### src/rtl/mux21_sel_arb_if.sv
// Handshake bundle between the two requesters and the 2:1 mux select arbiter.
// The arbiter takes the slave side. The requesters, or the bench, take the master side.
interface mux21_sel_arb_if;
  logic req_a;
  logic req_b;
  logic last_a;
  logic last_b;
  logic s;
  logic gnt_a;
  logic gnt_b;
  logic busy;

  modport master (
    output req_a, req_b, last_a, last_b,
    input  s, gnt_a, gnt_b, busy
  );

  modport slave (
    input  req_a, req_b, last_a, last_b,
    output s, gnt_a, gnt_b, busy
  );
endinterface

### src/rtl/mux21_sel_arb.sv
// Two-source round-robin arbiter driving the select of a downstream 2:1 mux.
// Grants are held per packet and preempted after MAX_HOLD cycles under contention.
module mux21_sel_arb #(
  parameter int MAX_HOLD = 8,
  parameter int HOLD_W   = 8
) (
  input  logic            clk,
  input  logic            rst,
  mux21_sel_arb_if.slave  bus
);

  typedef enum logic [1:0] {
    IDLE  = 2'd0,
    OWN_A = 2'd1,
    OWN_B = 2'd2
  } state_t;

  state_t              r_state;
  state_t              w_next;
  logic                r_prio;
  logic [HOLD_W-1:0]   r_hold;
  logic                r_s;
  logic                r_gnt_a;
  logic                r_gnt_b;
  logic                r_busy;
  logic                w_hold_max;
  logic                w_rel_a;
  logic                w_rel_b;

  assign w_hold_max = (r_hold == HOLD_W'(MAX_HOLD));
  assign w_rel_a    = bus.last_a | ~bus.req_a | (w_hold_max & bus.req_b);
  assign w_rel_b    = bus.last_b | ~bus.req_b | (w_hold_max & bus.req_a);

  // Next-state selection; a release hands over directly when the other side waits
  always_comb begin
    w_next = r_state;
    case (r_state)
      IDLE: begin
        if (bus.req_a && bus.req_b) begin
          w_next = r_prio ? OWN_B : OWN_A;
        end else if (bus.req_a) begin
          w_next = OWN_A;
        end else if (bus.req_b) begin
          w_next = OWN_B;
        end else begin
          w_next = IDLE;
        end
      end
      OWN_A: begin
        if (w_rel_a) begin
          w_next = bus.req_b ? OWN_B : IDLE;
        end else begin
          w_next = OWN_A;
        end
      end
      OWN_B: begin
        if (w_rel_b) begin
          w_next = bus.req_a ? OWN_A : IDLE;
        end else begin
          w_next = OWN_B;
        end
      end
      default: w_next = IDLE;
    endcase
  end

  // State, priority, hold counter and all outputs registered from the next state
  always_ff @(posedge clk) begin
    if (rst) begin
      r_state <= IDLE;
      r_prio  <= 1'b0;
      r_hold  <= '0;
      r_s     <= 1'b0;
      r_gnt_a <= 1'b0;
      r_gnt_b <= 1'b0;
      r_busy  <= 1'b0;
    end else begin
      r_state <= w_next;
      case (w_next)
        OWN_A: begin
          r_gnt_a <= 1'b1;
          r_gnt_b <= 1'b0;
          r_busy  <= 1'b1;
          r_s     <= 1'b0;
          if (r_state != OWN_A) begin
            r_hold <= HOLD_W'(1);
            r_prio <= 1'b1;
          end else if (!w_hold_max) begin
            r_hold <= r_hold + HOLD_W'(1);
          end else begin
            r_hold <= r_hold;
          end
        end
        OWN_B: begin
          r_gnt_a <= 1'b0;
          r_gnt_b <= 1'b1;
          r_busy  <= 1'b1;
          r_s     <= 1'b1;
          if (r_state != OWN_B) begin
            r_hold <= HOLD_W'(1);
            r_prio <= 1'b0;
          end else if (!w_hold_max) begin
            r_hold <= r_hold + HOLD_W'(1);
          end else begin
            r_hold <= r_hold;
          end
        end
        default: begin
          // s is left alone so the mux output does not glitch while idle
          r_gnt_a <= 1'b0;
          r_gnt_b <= 1'b0;
          r_busy  <= 1'b0;
          r_hold  <= '0;
        end
      endcase
    end
  end

  assign bus.s     = r_s;
  assign bus.gnt_a = r_gnt_a;
  assign bus.gnt_b = r_gnt_b;
  assign bus.busy  = r_busy;

endmodule

### src/flat_wrapper.sv
// flat-port wrapper written by rule: the top's interface ports become plain ports
module mux21_sel_arb_flat 
#(
  parameter int MAX_HOLD = 8,
  parameter int HOLD_W   = 8
)
  (clk, rst, bus_req_a, bus_req_b, bus_last_a, bus_last_b, bus_s, bus_gnt_a, bus_gnt_b, bus_busy);
  mux21_sel_arb_if bus_i ();
  input  logic clk;
  input  logic rst;
  input wire logic [$bits(bus_i.req_a)-1:0] bus_req_a;
  input wire logic [$bits(bus_i.req_b)-1:0] bus_req_b;
  input wire logic [$bits(bus_i.last_a)-1:0] bus_last_a;
  input wire logic [$bits(bus_i.last_b)-1:0] bus_last_b;
  output wire logic [$bits(bus_i.s)-1:0] bus_s;
  output wire logic [$bits(bus_i.gnt_a)-1:0] bus_gnt_a;
  output wire logic [$bits(bus_i.gnt_b)-1:0] bus_gnt_b;
  output wire logic [$bits(bus_i.busy)-1:0] bus_busy;
  assign bus_i.req_a = bus_req_a;
  assign bus_i.req_b = bus_req_b;
  assign bus_i.last_a = bus_last_a;
  assign bus_i.last_b = bus_last_b;
  assign bus_s = bus_i.s;
  assign bus_gnt_a = bus_i.gnt_a;
  assign bus_gnt_b = bus_i.gnt_b;
  assign bus_busy = bus_i.busy;
  mux21_sel_arb #(.MAX_HOLD(MAX_HOLD), .HOLD_W(HOLD_W)) u_core (.clk(clk), .rst(rst), .bus(bus_i));
endmodule
### config.mk
export PLATFORM = sky130hd
export DESIGN_NAME = mux21_sel_arb_flat
export DESIGN_NICKNAME = d
export VERILOG_FILES = /design/src/rtl/mux21_sel_arb_if.sv /design/src/rtl/mux21_sel_arb.sv /design/src/flat_wrapper.sv
export SDC_FILE = /design/constraint.sdc
export NUM_CORES = 1
export LEC_CHECK = 0
export CORE_MARGIN = 3
export CORE_UTILIZATION = 43
export CTS_CLUSTER_SIZE = 28
export DETAILED_ROUTE_END_ITERATION = 12
export PLACE_DENSITY = 0.67
export SYNTH_ARGS = -nofsm -noshare
export SYNTH_HDL_FRONTEND = slang
export SYNTH_SLANG_ARGS = --single-unit
### constraint.sdc
create_clock -name clk -period 2.46 [get_ports clk]
set_input_delay 0.369 -clock clk [delete_from_list [all_inputs] [get_ports clk]]
set_output_delay 0.369 -clock clk [all_outputs]
set_load 0.005 [all_outputs]
==> key figures, run 1 <==
Cells and area
  • FILL cells: 176
  • Post-layout util: 58.51%
  • Layout area overhead: 26.73%
  • Register area: 300.3 sq um
  • Nets@finish: 123
  • Fin area: 1032 sq um
  • Area of the multi-input gates: 494.2 sq um
  • Antenna Cells: 0
  • Ratio of cells with drive above 1 in the final layout: 18.75%

Critical path
  • Crit path to: u_core.r_hold[5]
  • FF-to-FF path depth: 11
  • Critical Path Slowest Stage Cell: dfxtp_1
  • Worst EP arrival: 2.43 ns
  • Slowest Stage Delay on Critical Path: 0.36 ns
  • Crit-path cells: inv_1 -> ha_1 -> and4bb_4 -> a211o_1 -> a2bb2oi_2 -> nor2_1 -> ha_1 -> and3b_1 -> o21ai_0 -> nand2b_4 -> nor2_1
  • Critical Path Start Type: register
  • Stages on worst setup path: 11
  • Crit path max-delay family: simple AND/OR/NAND/NOR gates
  • RR Startpoint: u_core.r_hold[0]
  • R2R Path End: u_core.r_hold[5]
  • Source of the critical timing path: u_core.r_hold[0]
  • Worst Path Max Fanout: 5
  • Crit. End Element: register
  • CP required: 2.63 ns
  • R2R Setup Slk: 0.20 ns
  • Critical path class: register to register
  • Bufs and invs on worst path: 1

Die
  • Starting Density: 46.17%
  • Die Ht: 49.53 microns
  • DIE AREA: 2453 sq um
  • Core Area: 1764 sq um
  • IO Pins: 10
  • Die width: 49.53 microns
  • Std-Cell Rows: 15

Detailed routing
  • Wire length per cell: 11.37 microns
  • Initial DRC count: 5
  • Antenna viol nets, final: 0
  • WL final: 1558 microns
  • Vias per inst: 4.971
  • Vias: 681
  • Detailed Routing Iterations Pass 1: 2
  • DR DRC count: 0

Logic synthesis
  • Synth Register Bits: 15
  • Post-synth cell types: 33
  • Post-synthesis sequential area ratio: 36.87%
  • Syn_nets: 101
  • Post-synthesis async set-or-reset flop share: 0%
  • Primary FF master, synth: dfxtp_1
  • Post-synth EDFFs: 0
  • Gate Count Post-Synth: 91
  • Mapped Area: 814.5 sq um
  • Avg Inst Size Synth: 8.951 sq um
  • Yosys warns: 0

Clock network
  • Clock Tree Buf Depth: 2
  • H-tree levels: 1
  • Worst skew pair latency: 0.27 ns
  • Clk sinks: 15
  • Setup Buffers After CTS: 0
  • Reg clk slew, reported paths: 0.09 ns
  • Hold buffers post-CTS: 0
  • Num CTS Buffers: 3
  • Resized cells post-CTS: 0
  • Root Driver: clkbuf_4
  • CTS tree: yes

Power and ir drop
  • Leak Pwr: 0.4128 nW
  • PD cells: 577.8 nW/um^2
  • Peak supply drop: 0.3289 mV

Global routing
  • First-pass GRT wire length: 2746 microns
  • Largest net degree at the start of global routing: 11
  • Initial antenna violation count: 0
  • Global route overflow: 0
  • Number of global-route vias before repair: 651
  • Total GRT Usage: 14.52%

STA
  • Setup violations, final: 0
  • Period minus WS final: 2.255 ns
  • Pins Over Slew Limit: 0
  • Final worst slack: 0.2047 ns
  • Setup TNS: 0 ns
  • RSZ-0062 raised after global routing: false
  • Slew HR: 78.80%
  • Maximum clock rate: 0.4434 GHz
  • Final hold viol count: 0
  • Layout Skew: 0.004081 ns
  • Final Cycle Share: 91.68%
  • Worst-Margin Slew: 0.3176 ns

Placed design
  • Dpl ws: 0.001925 ns
  • # port buffers: 9
  • Post-DP HPWL: 1230 microns
  • Gpl congestion: 0.8573
  • Cell Area, Placed: 998.5 sq um

Outcome
  • Outcome: finished, final reports clean

Job
  • Max-Cap Viols: 0

Worst hold path
  • Hold Crit Class: register to register
Yosys cell counts (2+ instances only):
cell | n | area share, %
a21oi_1 | 6 | 3.7
and3b_1 | 2 | 2.2
dfxtp_1 | 15 | 37
ha_1 | 4 | 6.1
inv_1 | 6 | 2.8
nand2_1 | 3 | 1.4
nand2b_1 | 5 | 3.8
nand3_1 | 6 | 3.7
nor2_1 | 10 | 4.6
nor2b_1 | 2 | 1.5
o21ai_0 | 4 | 2.5
o22ai_1 | 2 | 1.5
xnor2_1 | 2 | 2.2
xor2_1 | 5 | 5.4
how the worst min path moves through the flow:
stage | start | endpoint | slack [ns] | depth (start not counted)
after floorplan | rst | u_core.r_state[0] | 0.44 | 1
after global placement | u_core.bus.s | u_core.bus.s | 0.48 | 2
after detailed placement | u_core.r_prio | u_core.r_prio | 0.51 | 2
after CTS | u_core.r_prio | u_core.r_prio | 0.52 | 2
after global routing | u_core.r_prio | u_core.r_prio | 0.54 | 2
final | u_core.r_prio | u_core.r_prio | 0.53 | 2
routing by layer:
metal	routed length, microns	share of wire, %	track usage [%]
met2	690	44	23.79
met4	17	1.1	6.912
met1	810	52	18.20
met3	41	2.6	2.719
met5	0	0	0
tightest hold or removal path: stages, from the launching register on:
cell and delay (ns):
dfxtp_1 0.34, o21ai_0 0.08, a21oi_1 0.07
area by class of cell:
class	instances	share of cell area [%]
Clock buffer	4	2.545
Inverter	6	2.182
Multi-Input combinational cell	69	47.88
Sequential cell	15	29.09
Tap cell	25	3.030
Timing Repair Buffer	18	15.27
logic make-up (layout without fill, tap and decap cells):
logic type                 after synthesis  after routing  share of synthesized area (%)
and+or+nand+nor                         37             37                          26.89
AOI/OAI and AO/OA                       20             20                          17.97
DFF                                     15             15                          36.87
xor gates and xnor gates                 7              7                          7.527
buffers and inverters                    7             28                          3.379
adders and majority gates                4              4                          6.145
muxes                                    1              1                          1.229
registers in the layout (all words and copies together) (netlist names):
register / count
u_core.bus.s: 1
u_core.r_prio: 1
u_core.bus.gnt_b: 1
u_core.bus.busy: 1
u_core.bus.gnt_a: 1
u_core.r_hold: 8
u_core.r_state: 2
layout by cell type (no fill, tap or decap), types with 3 or more instances in the layout:
master and instances:
nand3_1 6, a21oi_1 6, clkdlybuf4s50_1 9, nand2b_1 4, clkbuf_4 3, o21ai_0 4
xor2_1 5, buf_4 9, inv_1 6, dfxtp_1 15, nand2_1 3, nor2_1 10
ha_1 4
metrics by stage:
step / std cells / hold WS, ns / power (mW)
global placement: 133 / 0.4757 / 0.4635
finish: 137 / 0.5268 / 0.5964
global route: 137 / 0.5367 / 0.6363
detailed placement: 133 / 0.5061 / 0.4652
floorplan: 91 / 0.4359 / 0.3909
CTS: 137 / 0.5247 / 0.6014
report_power, final:
group	switching [mW]	internal [mW]	leakage, nW
Combinational	0.0776	0.101	0.276
Sequential	0.0180	0.263	0.122
Clock	0.0734	0.0627	0.0150
No activity file was read; power rests on OpenSTA's default activity.
==> inputs of run 2 (changes only) <==
Settings changed: SETUP_SLACK_MARGIN set to 0.15.
==> run 2 against run 1 <==
  * Cell area is 0.85% higher
  * Worst setup slack better by 0.063 ns
  * Clock power hardly changed
  * Sequential power hardly changed
  * Die area stayed put
  * Largest cell class unchanged
  * Maximum frequency is 2.9% higher
  * Critical path type unchanged
  * Highest routed layer unchanged
  * Critical endpoint is now u_core.r_prio
  * Clock-buffer cell count stayed put
==> key figures, run 2 (synthesized netlist as in run 1, its figures left out) <==
Outcome
  • Outcome: finished, final reports clean

Critical path
  • Critical Path Slowest Stage Cell: dfxtp_1
  • Critical path's most frequent cell: a21oi_1
  • Worst EP arrival: 2.40 ns (-0.03 ns)
  • Critical path class: register to register
  • Crit-path cells: or2b_1 -> a211o_2 -> o311a_4 -> ha_1 -> buf_4 -> o22ai_1 -> a21oi_1 -> a21oi_1
  • Slowest Stage Delay on Critical Path: 0.53 ns (+0.17 ns)
  • Critical Path Start Type: register
  • CP required: 2.67 ns (+0.04 ns)
  • Worst Path Max Fanout: 10 (+5)
  • Crit. End Element: register

Global routing
  • Met3 usage: 2.719% (unchanged)
  • Global route hottest layer: met2
  • Number of global-route vias before repair: 651 (unchanged)
  • Grt met1 use: 18.20% (unchanged)
  • Grt met2 use: 23.79% (unchanged)
  • Initial antenna violation count: 0 (unchanged)
  • First-pass GRT wire length: 2746 microns (unchanged)
  • Total GRT Usage: 14.52% (unchanged)
  • Global route overflow: 0 (unchanged)
  • Largest net degree at the start of global routing: 11 (unchanged)

STA
  • Hold_ws: 0.5315 ns (+0.004722 ns)
  • Worst-Margin Slew: 0.3418 ns (+0.02427 ns)
  • Maximum clock rate: 0.4561 GHz (+2.9%)
  • Setup violations, final: 0 (unchanged)
  • Setup TNS: 0 ns (unchanged)
  • Layout Skew: 0.006457 ns (+0.002377 ns)
  • Period minus WS final: 2.192 ns (-0.06281 ns)
  • Final Cycle Share: 89.12% (-2.6 points)
  • Final hold viol count: 0 (unchanged)
  • Pins Over Slew Limit: 0 (unchanged)
  • Slew HR: 77.18% (-1.6 points)
  • RSZ-0062 raised after global routing: false

Detailed routing
  • Wire length per cell: 11.46 microns (+0.77%)
  • DR DRC count: 0 (unchanged)
  • Initial DRC count: 6 (+1)
  • Antenna viol nets, final: 0 (unchanged)
  • Vias: 682 (+0.15%)
  • Vias per inst: 4.978 (+0.15%)
  • Detailed Routing Iterations Pass 1: 4 (+2)
  • WL final: 1570 microns (+0.77%)

Clock network
  • Resized cells post-CTS: 0 (unchanged)
  • Hold buffers post-CTS: 0 (unchanged)
  • Num CTS Buffers: 3 (unchanged)
  • Setup Buffers After CTS: 0 (unchanged)
  • Clk sinks: 15 (unchanged)
  • H-tree levels: 1 (unchanged)
  • Worst skew pair latency: 0.27 ns (about the same)
  • Clock Tree Buf Depth: 2 (unchanged)
  • Reg clk slew, reported paths: 0.09 ns (about the same)
  • Root Driver: clkbuf_4
  • CTS tree: yes

Cells and area
  • Layout area overhead: 27.80%
  • Biggest register: u_core.r_hold
  • Nets@finish: 123 (unchanged)
  • Ratio of cells with drive above 1 in the final layout: 21.43% (+2.7 points)
  • FILL cells: 173 (-1.7%)
  • Largest register FFs: 8 (unchanged)
  • Most common cell after layout, fill and taps aside: dfxtp_1
  • Antenna Cells: 0 (unchanged)
  • Largest regs: u_core.r_hold (8), u_core.r_state (2)
  • Most frequent cells in the layout: 14 x dfxtp_1, 9 x nor2_1, 9 x clkdlybuf4s50_1, 9 x buf_4

Placed design
  • # port buffers: 9 (unchanged)
  • Post-DP HPWL: 1230 microns (unchanged)
  • Gpl congestion: 0.8573 (unchanged)

Die
  • Starting Density: 46.17% (unchanged)
  • Std-Cell Rows: 15 (unchanged)
  • Core Area: 1764 sq um (unchanged)
  • DIE AREA: 2453 sq um (unchanged)
  • Die Ht: 49.53 microns (unchanged)
  • IO Pins: 10 (unchanged)
  • Die width: 49.53 microns (unchanged)

Power and ir drop
  • Seq pwr share: 46.5% (-0.7 points)
  • Net switching power: 0.1755 mW (+3.8%)
  • Clock share of power: 22.6% (-0.2 points)
  • Logic pwr share: 30.9% (+0.9 points)
  • Leak Pwr: 0.4139 nW (+0.28%)
  • PD cells: 583.2 nW/um^2 (+0.93%)
  • P_int: 0.4317 mW (+1.0%)
  • Sw frac: 28.90% (+0.55 points)
  • Peak supply drop: 0.3342 mV (+1.6%)

Worst hold path
  • Hold Crit Class: register to register

Job
  • Max-Cap Viols: 0 (unchanged)
run 2: cell counts in the layout (fill, tap and decap cells not counted):
Identical to the previous run, type by type.
run 2: power groups by stage:
stage                     Clock, mW  Combinational [mW]  Sequential, mW
final                         0.137               0.187           0.282
after global routing          0.150               0.209           0.285
after CTS                     0.140               0.180           0.281
after detailed placement          0               0.179           0.286
after global placement            0               0.178           0.286
after floorplan                   0               0.109           0.282
run 2: worst paths after layout:
check | startpoint | to | slack, ns | depth (start not counted)
setup / recovery | u_core.r_state[0] | u_core.r_prio | 0.27 | 8
hold / removal | u_core.r_prio | u_core.r_prio | 0.53 | 2
setup reg to reg | u_core.r_state[0] | u_core.r_prio | 0.27 | 8
hold reg to reg | u_core.r_prio | u_core.r_prio | 0.53 | 2
run 2: area by class of cell:
type                       count  area [sq um]  area share, %
clock buffer                   4         26.28          2.524
inverter                       6         22.52          2.163
multi-input combinational     69         501.7          48.20
sequential                    15         301.5          28.97
tap                           25         31.28          3.005
timing repair buffer          18         157.7          15.14
run 2: metrics by stage:
stage,area [sq um],std cells,utilization [%],setup slack (ns),power (mW)
after CTS,1025,137,58.09,0.1727,0.6014
after global routing,1041,137,59.01,0.1436,0.6438
final,1041,137,59.01,0.2675,0.6071
after detailed placement,998.5,133,56.60,0.001925,0.4652
after global placement,998.5,133,56.60,0.02649,0.4635
after floorplan,814.5,91,-,0.1585,0.3909
run 2: critical path, delay by kind of cell, from the launching register on:
family	cells	cell delay (ns)
AO/OA/AOI/OAI	5	0.81
adder cells (fa/ha/maj)	1	0.33
buffers and inverters	1	0.16
flip-flops	1	0.53
AND/OR/NAND/NOR	1	0.29
run 2: layer usage:
layer / up-vias / routed length [microns] / share of wire, %
met4: 0 / 17 / 1.1
li1: 358 / - / -
met1: 315 / 827 / 53
met5: - / 0 / 0
met3: 2 / 43 / 2.7
met2: 7 / 682 / 43
